### config.mk
export PLATFORM = sky130hd
export DESIGN_NAME = wino_f23_stream
export DESIGN_NICKNAME = d
export VERILOG_FILES = /design/src/rtl/wino_pkg.sv /design/src/rtl/wino_f23_xform.sv /design/src/rtl/wino_f23_stream.sv
export SDC_FILE = /design/constraint.sdc
export NUM_CORES = 1
export LEC_CHECK = 0
export ABC_AREA = 0
export CAP_MARGIN = 20
export CORE_MARGIN = 2
export CORE_UTILIZATION = 55
export CTS_BUF_LIST = sky130_fd_sc_hd__clkbuf_2
export DETAILED_ROUTE_END_ITERATION = 7
export GPL_ROUTABILITY_DRIVEN = 0
export PLACE_DENSITY = 0.77
export SKIP_LAST_GASP = 1
export SLEW_MARGIN = 20
export SYNTH_ARGS = -nofsm -noshare
export SYNTH_HDL_FRONTEND = slang
export SYNTH_SLANG_ARGS = --single-unit
export TNS_END_PERCENT = 5
### constraint.sdc
create_clock -name clk -period 10.8 [get_ports clk]
set_input_delay 1.08 -clock clk [delete_from_list [all_inputs] [get_ports clk]]
set_output_delay 1.08 -clock clk [all_outputs]
set_load 0.01 [all_outputs]
### src/rtl/wino_pkg.sv
// Shared types and constants for the streaming Winograd F(2,3) core.
// The optional WINO_SAT_EN build macro is consumed by wino_f23_stream.
package wino_pkg;

    typedef enum logic [2:0] {
        S_IDLE  = 3'd0,
        S_WLOAD = 3'd1,
        S_DIN   = 3'd2,
        S_MAC   = 3'd3,
        S_OUT   = 3'd4
    } wino_state_e;

    // Filter transform is stored scaled by 2 so u1/u2 need no halving; edges are doubled by shift.
    localparam int U_EDGE_SHIFT = 1;

    function automatic int acc_w(input int dw, input int ch);
        return 2 * dw + 3 + $clog2(ch + 1);
    endfunction

endpackage

### src/rtl/wino_f23_xform.sv
// Winograd F(2,3) data transform plus the four element-wise products m_i = u_i * v_i.
// Combinational; products are sign-extended to the accumulator width.
module wino_f23_xform
    import wino_pkg::*;
#(
    parameter int DW    = 10,
    parameter int ACC_W = 2 * DW + 4
) (
    input  logic signed [DW-1:0]    d0,
    input  logic signed [DW-1:0]    d1,
    input  logic signed [DW-1:0]    d2,
    input  logic signed [DW-1:0]    d3,
    input  logic signed [DW+1:0]    u0,
    input  logic signed [DW+1:0]    u1,
    input  logic signed [DW+1:0]    u2,
    input  logic signed [DW+1:0]    u3,
    output logic signed [ACC_W-1:0] m0,
    output logic signed [ACC_W-1:0] m1,
    output logic signed [ACC_W-1:0] m2,
    output logic signed [ACC_W-1:0] m3
);

    localparam int VW = DW + 1;
    localparam int PW = 2 * DW + 3;

    logic signed [VW-1:0] v0, v1, v2, v3;
    logic signed [PW-1:0] p0, p1, p2, p3;

    assign v0 = VW'(d0) - VW'(d2);
    assign v1 = VW'(d1) + VW'(d2);
    assign v2 = VW'(d2) - VW'(d1);
    assign v3 = VW'(d1) - VW'(d3);

    assign p0 = PW'(u0) * PW'(v0);
    assign p1 = PW'(u1) * PW'(v1);
    assign p2 = PW'(u2) * PW'(v2);
    assign p3 = PW'(u3) * PW'(v3);

    assign m0 = ACC_W'(p0);
    assign m1 = ACC_W'(p1);
    assign m2 = ACC_W'(p2);
    assign m3 = ACC_W'(p3);

endmodule

### src/rtl/wino_f23_stream.sv
// Streaming Winograd F(2,3) core: filter/tile loader, CH-channel accumulation, 2-word output port.
// Define WINO_SAT_EN to clamp outputs to the DW range instead of wrapping.
module wino_f23_stream
    import wino_pkg::*;
#(
    parameter int DW = 10,
    parameter int CH = 1
) (
    input  logic                 clk,
    input  logic                 rst,
    input  logic                 in_valid,
    output logic                 in_ready,
    input  logic                 in_wload,
    input  logic signed [DW-1:0] in_data,
    output logic                 out_valid,
    input  logic                 out_ready,
    output logic signed [DW-1:0] out_data,
    output logic                 busy
);

    localparam int ACC_W = acc_w(DW, CH);
    localparam int UW    = DW + 2;
    localparam int CW    = (CH > 1) ? $clog2(CH) : 1;
    localparam logic [CW-1:0] LAST_CH = CW'(CH - 1);
    localparam logic signed [ACC_W-1:0] Y_MAX = (ACC_W'(1) <<< (DW - 1)) - ACC_W'(1);
    localparam logic signed [ACC_W-1:0] Y_MIN = ~Y_MAX;

    wino_state_e          state;
    logic signed [DW-1:0] g0, g1;
    logic signed [UW-1:0] u_mem [CH][4];
    logic signed [DW-1:0] d_mem [4];
    logic [1:0]           tap_cnt;
    logic [1:0]           beat_cnt;
    logic [CW-1:0]        ch_cnt;
    logic                 out_sel;
    logic signed [DW-1:0] y1;
    logic signed [ACC_W-1:0] acc0, acc1, acc0_nxt, acc1_nxt;
    logic signed [ACC_W-1:0] m0, m1, m2, m3;
    logic                 accept;

    function automatic logic signed [DW-1:0] to_out(input logic signed [ACC_W-1:0] y);
`ifdef WINO_SAT_EN
        if (y > Y_MAX) begin
            return Y_MAX[DW-1:0];
        end else if (y < Y_MIN) begin
            return Y_MIN[DW-1:0];
        end else begin
            return y[DW-1:0];
        end
`else
        return y[DW-1:0];
`endif
    endfunction

    assign accept = in_valid && in_ready;

    wino_f23_xform #(.DW(DW), .ACC_W(ACC_W)) u_xform (
        .d0(d_mem[0]), .d1(d_mem[1]), .d2(d_mem[2]), .d3(d_mem[3]),
        .u0(u_mem[ch_cnt][0]), .u1(u_mem[ch_cnt][1]),
        .u2(u_mem[ch_cnt][2]), .u3(u_mem[ch_cnt][3]),
        .m0(m0), .m1(m1), .m2(m2), .m3(m3)
    );

    // Channel-0 MAC starts from zero; later channels add onto the running sums.
    always_comb begin
        acc0_nxt = m0 + m1 + m2;
        acc1_nxt = m1 - m2 - m3;
        if (ch_cnt != '0) begin
            acc0_nxt = acc0_nxt + acc0;
            acc1_nxt = acc1_nxt + acc1;
        end else begin
            acc0_nxt = acc0_nxt;
            acc1_nxt = acc1_nxt;
        end
    end

    // Main FSM with registered handshake outputs, filter store, tile capture and accumulation.
    always_ff @(posedge clk) begin
        if (rst) begin
            state     <= S_IDLE;
            in_ready  <= 1'b1;
            out_valid <= 1'b0;
            out_data  <= '0;
            busy      <= 1'b0;
            g0        <= '0;
            g1        <= '0;
            tap_cnt   <= 2'd0;
            beat_cnt  <= 2'd0;
            ch_cnt    <= '0;
            out_sel   <= 1'b0;
            y1        <= '0;
            acc0      <= '0;
            acc1      <= '0;
            for (int i = 0; i < 4; i++) d_mem[i] <= '0;
            for (int c = 0; c < CH; c++) begin
                for (int j = 0; j < 4; j++) u_mem[c][j] <= '0;
            end
        end else begin
            case (state)
                S_IDLE: begin
                    if (accept) begin
                        busy <= 1'b1;
                        if (in_wload) begin
                            g0      <= in_data;
                            tap_cnt <= 2'd1;
                            state   <= S_WLOAD;
                        end else begin
                            d_mem[0] <= in_data;
                            beat_cnt <= 2'd1;
                            state    <= S_DIN;
                        end
                    end
                end
                S_WLOAD: begin
                    if (accept) begin
                        case (tap_cnt)
                            2'd0: begin
                                g0      <= in_data;
                                tap_cnt <= 2'd1;
                            end
                            2'd1: begin
                                g1      <= in_data;
                                tap_cnt <= 2'd2;
                            end
                            default: begin
                                u_mem[ch_cnt][0] <= UW'(g0) <<< U_EDGE_SHIFT;
                                u_mem[ch_cnt][1] <= UW'(g0) + UW'(g1) + UW'(in_data);
                                u_mem[ch_cnt][2] <= UW'(g0) - UW'(g1) + UW'(in_data);
                                u_mem[ch_cnt][3] <= UW'(in_data) <<< U_EDGE_SHIFT;
                                tap_cnt          <= 2'd0;
                                if (ch_cnt == LAST_CH) begin
                                    ch_cnt <= '0;
                                    busy   <= 1'b0;
                                    state  <= S_IDLE;
                                end else begin
                                    ch_cnt <= ch_cnt + CW'(1);
                                end
                            end
                        endcase
                    end
                end
                S_DIN: begin
                    if (accept) begin
                        d_mem[beat_cnt] <= in_data;
                        beat_cnt        <= beat_cnt + 2'd1;
                        if (beat_cnt == 2'd3) begin
                            in_ready <= 1'b0;
                            state    <= S_MAC;
                        end
                    end
                end
                S_MAC: begin
                    acc0 <= acc0_nxt;
                    acc1 <= acc1_nxt;
                    if (ch_cnt == LAST_CH) begin
                        ch_cnt    <= '0;
                        out_data  <= to_out(acc0_nxt >>> 1);
                        y1        <= to_out(acc1_nxt >>> 1);
                        out_valid <= 1'b1;
                        out_sel   <= 1'b0;
                        state     <= S_OUT;
                    end else begin
                        ch_cnt   <= ch_cnt + CW'(1);
                        in_ready <= 1'b1;
                        state    <= S_DIN;
                    end
                end
                S_OUT: begin
                    if (out_ready) begin
                        if (!out_sel) begin
                            out_data <= y1;
                            out_sel  <= 1'b1;
                        end else begin
                            out_valid <= 1'b0;
                            out_sel   <= 1'b0;
                            in_ready  <= 1'b1;
                            busy      <= 1'b0;
                            state     <= S_IDLE;
                        end
                    end
                end
                default: begin
                    state     <= S_IDLE;
                    in_ready  <= 1'b1;
                    out_valid <= 1'b0;
                    busy      <= 1'b0;
                end
            endcase
        end
    end

endmodule

==> results.md <==
* Core ar. at about 29000 um^2
* IO Port Bufs at 27
* Post-synth EDFFs at roughly 80
* CTS tree: yes
* Synth Flop Type: edfxtp_1
* Period minus WS final at about 10 ns
* Routed wire length at 38700 um
* Slew Limit Fails at 0
* Total grt overflow at 0
* Most common cell in the synthesized netlist: inv_1
* Clk buf depth at 2
* Slew @ Worst Pin at between 0.9 and 1 ns
* # Post-CTS Setup Buffers at 0
* Initial antenna violation count at 1
* Post-synth top cells: inv_1, ha_1, fa_1
* Fin crit share at 96.25%
* Final setup fails at 0
* Synth-to-layout area growth at 6.317%
* Clock-pin slew of the registers on the worst-case setup and hold paths at around 0.19 ns
* Vert. Die Dim at 174.4 um
* RSZ-0062 raised after global routing: yes
* Most used cell, CP: fa_1
* Final ANT Viol Nets at 0
* Hold Violations, Final at 0
* Top cell type's share of synthesized area at 20.44%
* Worst slew margin at 35.98%
* CTS Hold Bufs at 0
* Top-level I/O count at 28
* Vias in the first global route at approximately 12000
* Largest net degree at the start of global routing at 51
* Asr flop ratio synth at 0%
* Detailed placement HPWL at 31920 um
* Total number of vias at ~12000
* Post-Synthesis Net Count at 2122
* Final Cell Area at ~17000 um^2
* Via-per-instance ratio at 5.428
* # DRC at 0
* Setup TNS at 0 ns
* Layout cell share with drive strength beyond 1 at just over 5%
* 1st-pass router iterations at 8
* Layout Cells excl Fill at 2161
* Worst clock skew at 0.02344 ns
* CP startpoint kind: flip-flop
* Largest area contributor in the netlist: fa_1
* Initial Util at 55.77%
* Die Wd at 174.4 um
* Crit path capture type: flip-flop
* Post-synthesis cell count at 1745
* CP Class: reg -> reg
* Mean Syn Cell Area at 9.149 um^2
* Outcome: complete, no violations
* Unique cell type count in the Yosys netlist at 73
* YS warnings at 0
* CP arrival at 11.04 ns
* TritonCTS buffer count at 17
* Placed cell count at 2128
* Initial DRC count at 946
* Worst hold-check path type: reg -> reg
* #FFs+latches synth at around 130
* First-pass GRT wire length at 61930 um
* Drt wl/cell at about 18 um
* Post-Syn Area at 15970 um^2
* Critical Path Max Stage Delay at 0.56 ns
* Clock Sinks at 132
* H-tree depth at 4
* CP delay by family, top: adder cells
* WP buf/inv at 7
* CP required at 11.44 ns
* Root Buffer Master: clkbuf_2
* Placed inst area at 16650 um^2
* Top cells by area in the synthesized netlist: fa_1, ha_1, edfxtp_1
* # rows at 62
* Register area share after synthesis at 21.63%
* GRT Total Usage at 26.21%
* Fin nets at 2140
* Die Area at 30410 um^2
* Clk Latency, worst-skew pair at 0.72 ns
* Total of max-cap violations at 0
* CP max-delay cell: fa_1
* Crit path max fanout at 7
* Max Clk Rate at 96.20 MHz
logic make-up after synthesis:
logic type / Yosys count / share of synthesized area [%]
compound gates: 194 / 7.743
xor+xnor: 136 / 8.848
fa+ha+maj: 362 / 36.03
buf+inv: 373 / 8.965
flops: 132 / 21.63
mux: 9 / 0.5721
simple gates: 539 / 16.21
through the flow:
stage,util (%),hold WS [ns],setup WS [ns]
after floorplan,-,0.4321,0.6036
after global placement,58.15,0.4394,0.1980
after detailed placement,58.15,0.4436,-0.002274
after CTS,59.10,0.4648,0.009596
after global routing,59.30,0.4934,-0.06142
final,59.30,0.4655,0.4050
registers in the layout, summed over array words and instances (netlist names), 2 cells and up:
signal and flops:
u_mem 41, d_mem 40, g0 10, g1 10, out_data 10, y1 9
state 3, beat_cnt 2, tap_cnt 2
layout by cell type, fill, tap and decap left out, types with 27 or more instances in the layout:
cell	count
edfxtp_1	81
fa_1	162
o21ai_0	27
dfxtp_1	51
a21oi_1	78
nor2b_1	51
inv_1	326
nand2_1	162
and2_1	73
ha_1	198
xnor2_1	92
nor2_1	161
routing by layer:
| layer | track usage [%] | up-vias | share of wire (%) |
|---|---|---|---|
| met5 | 0 | - | 0 |
| met4 | 13.06 | 0 | 5.2 |
| met3 | 4.243 | 110 | 6.8 |
| met2 | 44.10 | 418 | 48 |
| met1 | 32.78 | 5678 | 40 |
| li1 | - | 5524 | - |
worst paths after layout:
| path | startpoint | endpoint | slack [ns] | depth (start not counted) |
|---|---|---|---|---|
| hold reg to reg | y1[6] | y1[6] | 0.47 | 2 |
| hold / removal | y1[6] | y1[6] | 0.47 | 2 |
| setup / recovery | d_mem[2][0] | acc1[10] | 0.41 | 38 |
| setup reg to reg | d_mem[2][0] | acc1[10] | 0.41 | 38 |
layout make-up:
type / instances / area, um^2
inverter: 326 / 1224
antenna: 1 / 2.502
clock buffer: 19 / 95.09
sequential: 132 / 3453
fill: 2425 / 11650
tap: 384 / 480.5
clock inverter: 13 / 163.9
timing repair buffer: 46 / 407.9
multi-input combinational: 1240 / 11150
worst reg2reg max path, delay by kind of cell (launching register included):
kind | cells | cell delay [ns]
compound gates | 6 | 1.25
fa+ha+maj | 13 | 5.52
simple gates | 1 | 0.20
flops | 1 | 0.42
buf+inv | 7 | 0.43
xor+xnor | 11 | 2.51
timing repair:
item,4_1_cts,5_1_grt
setup endpoints to repair,1,2
pin swaps,0,4
resized for setup,2,9
Power is left out: the tool's default activity adds up to more than one toggle a clock period on the data nets, which glitch-free logic cannot reach.
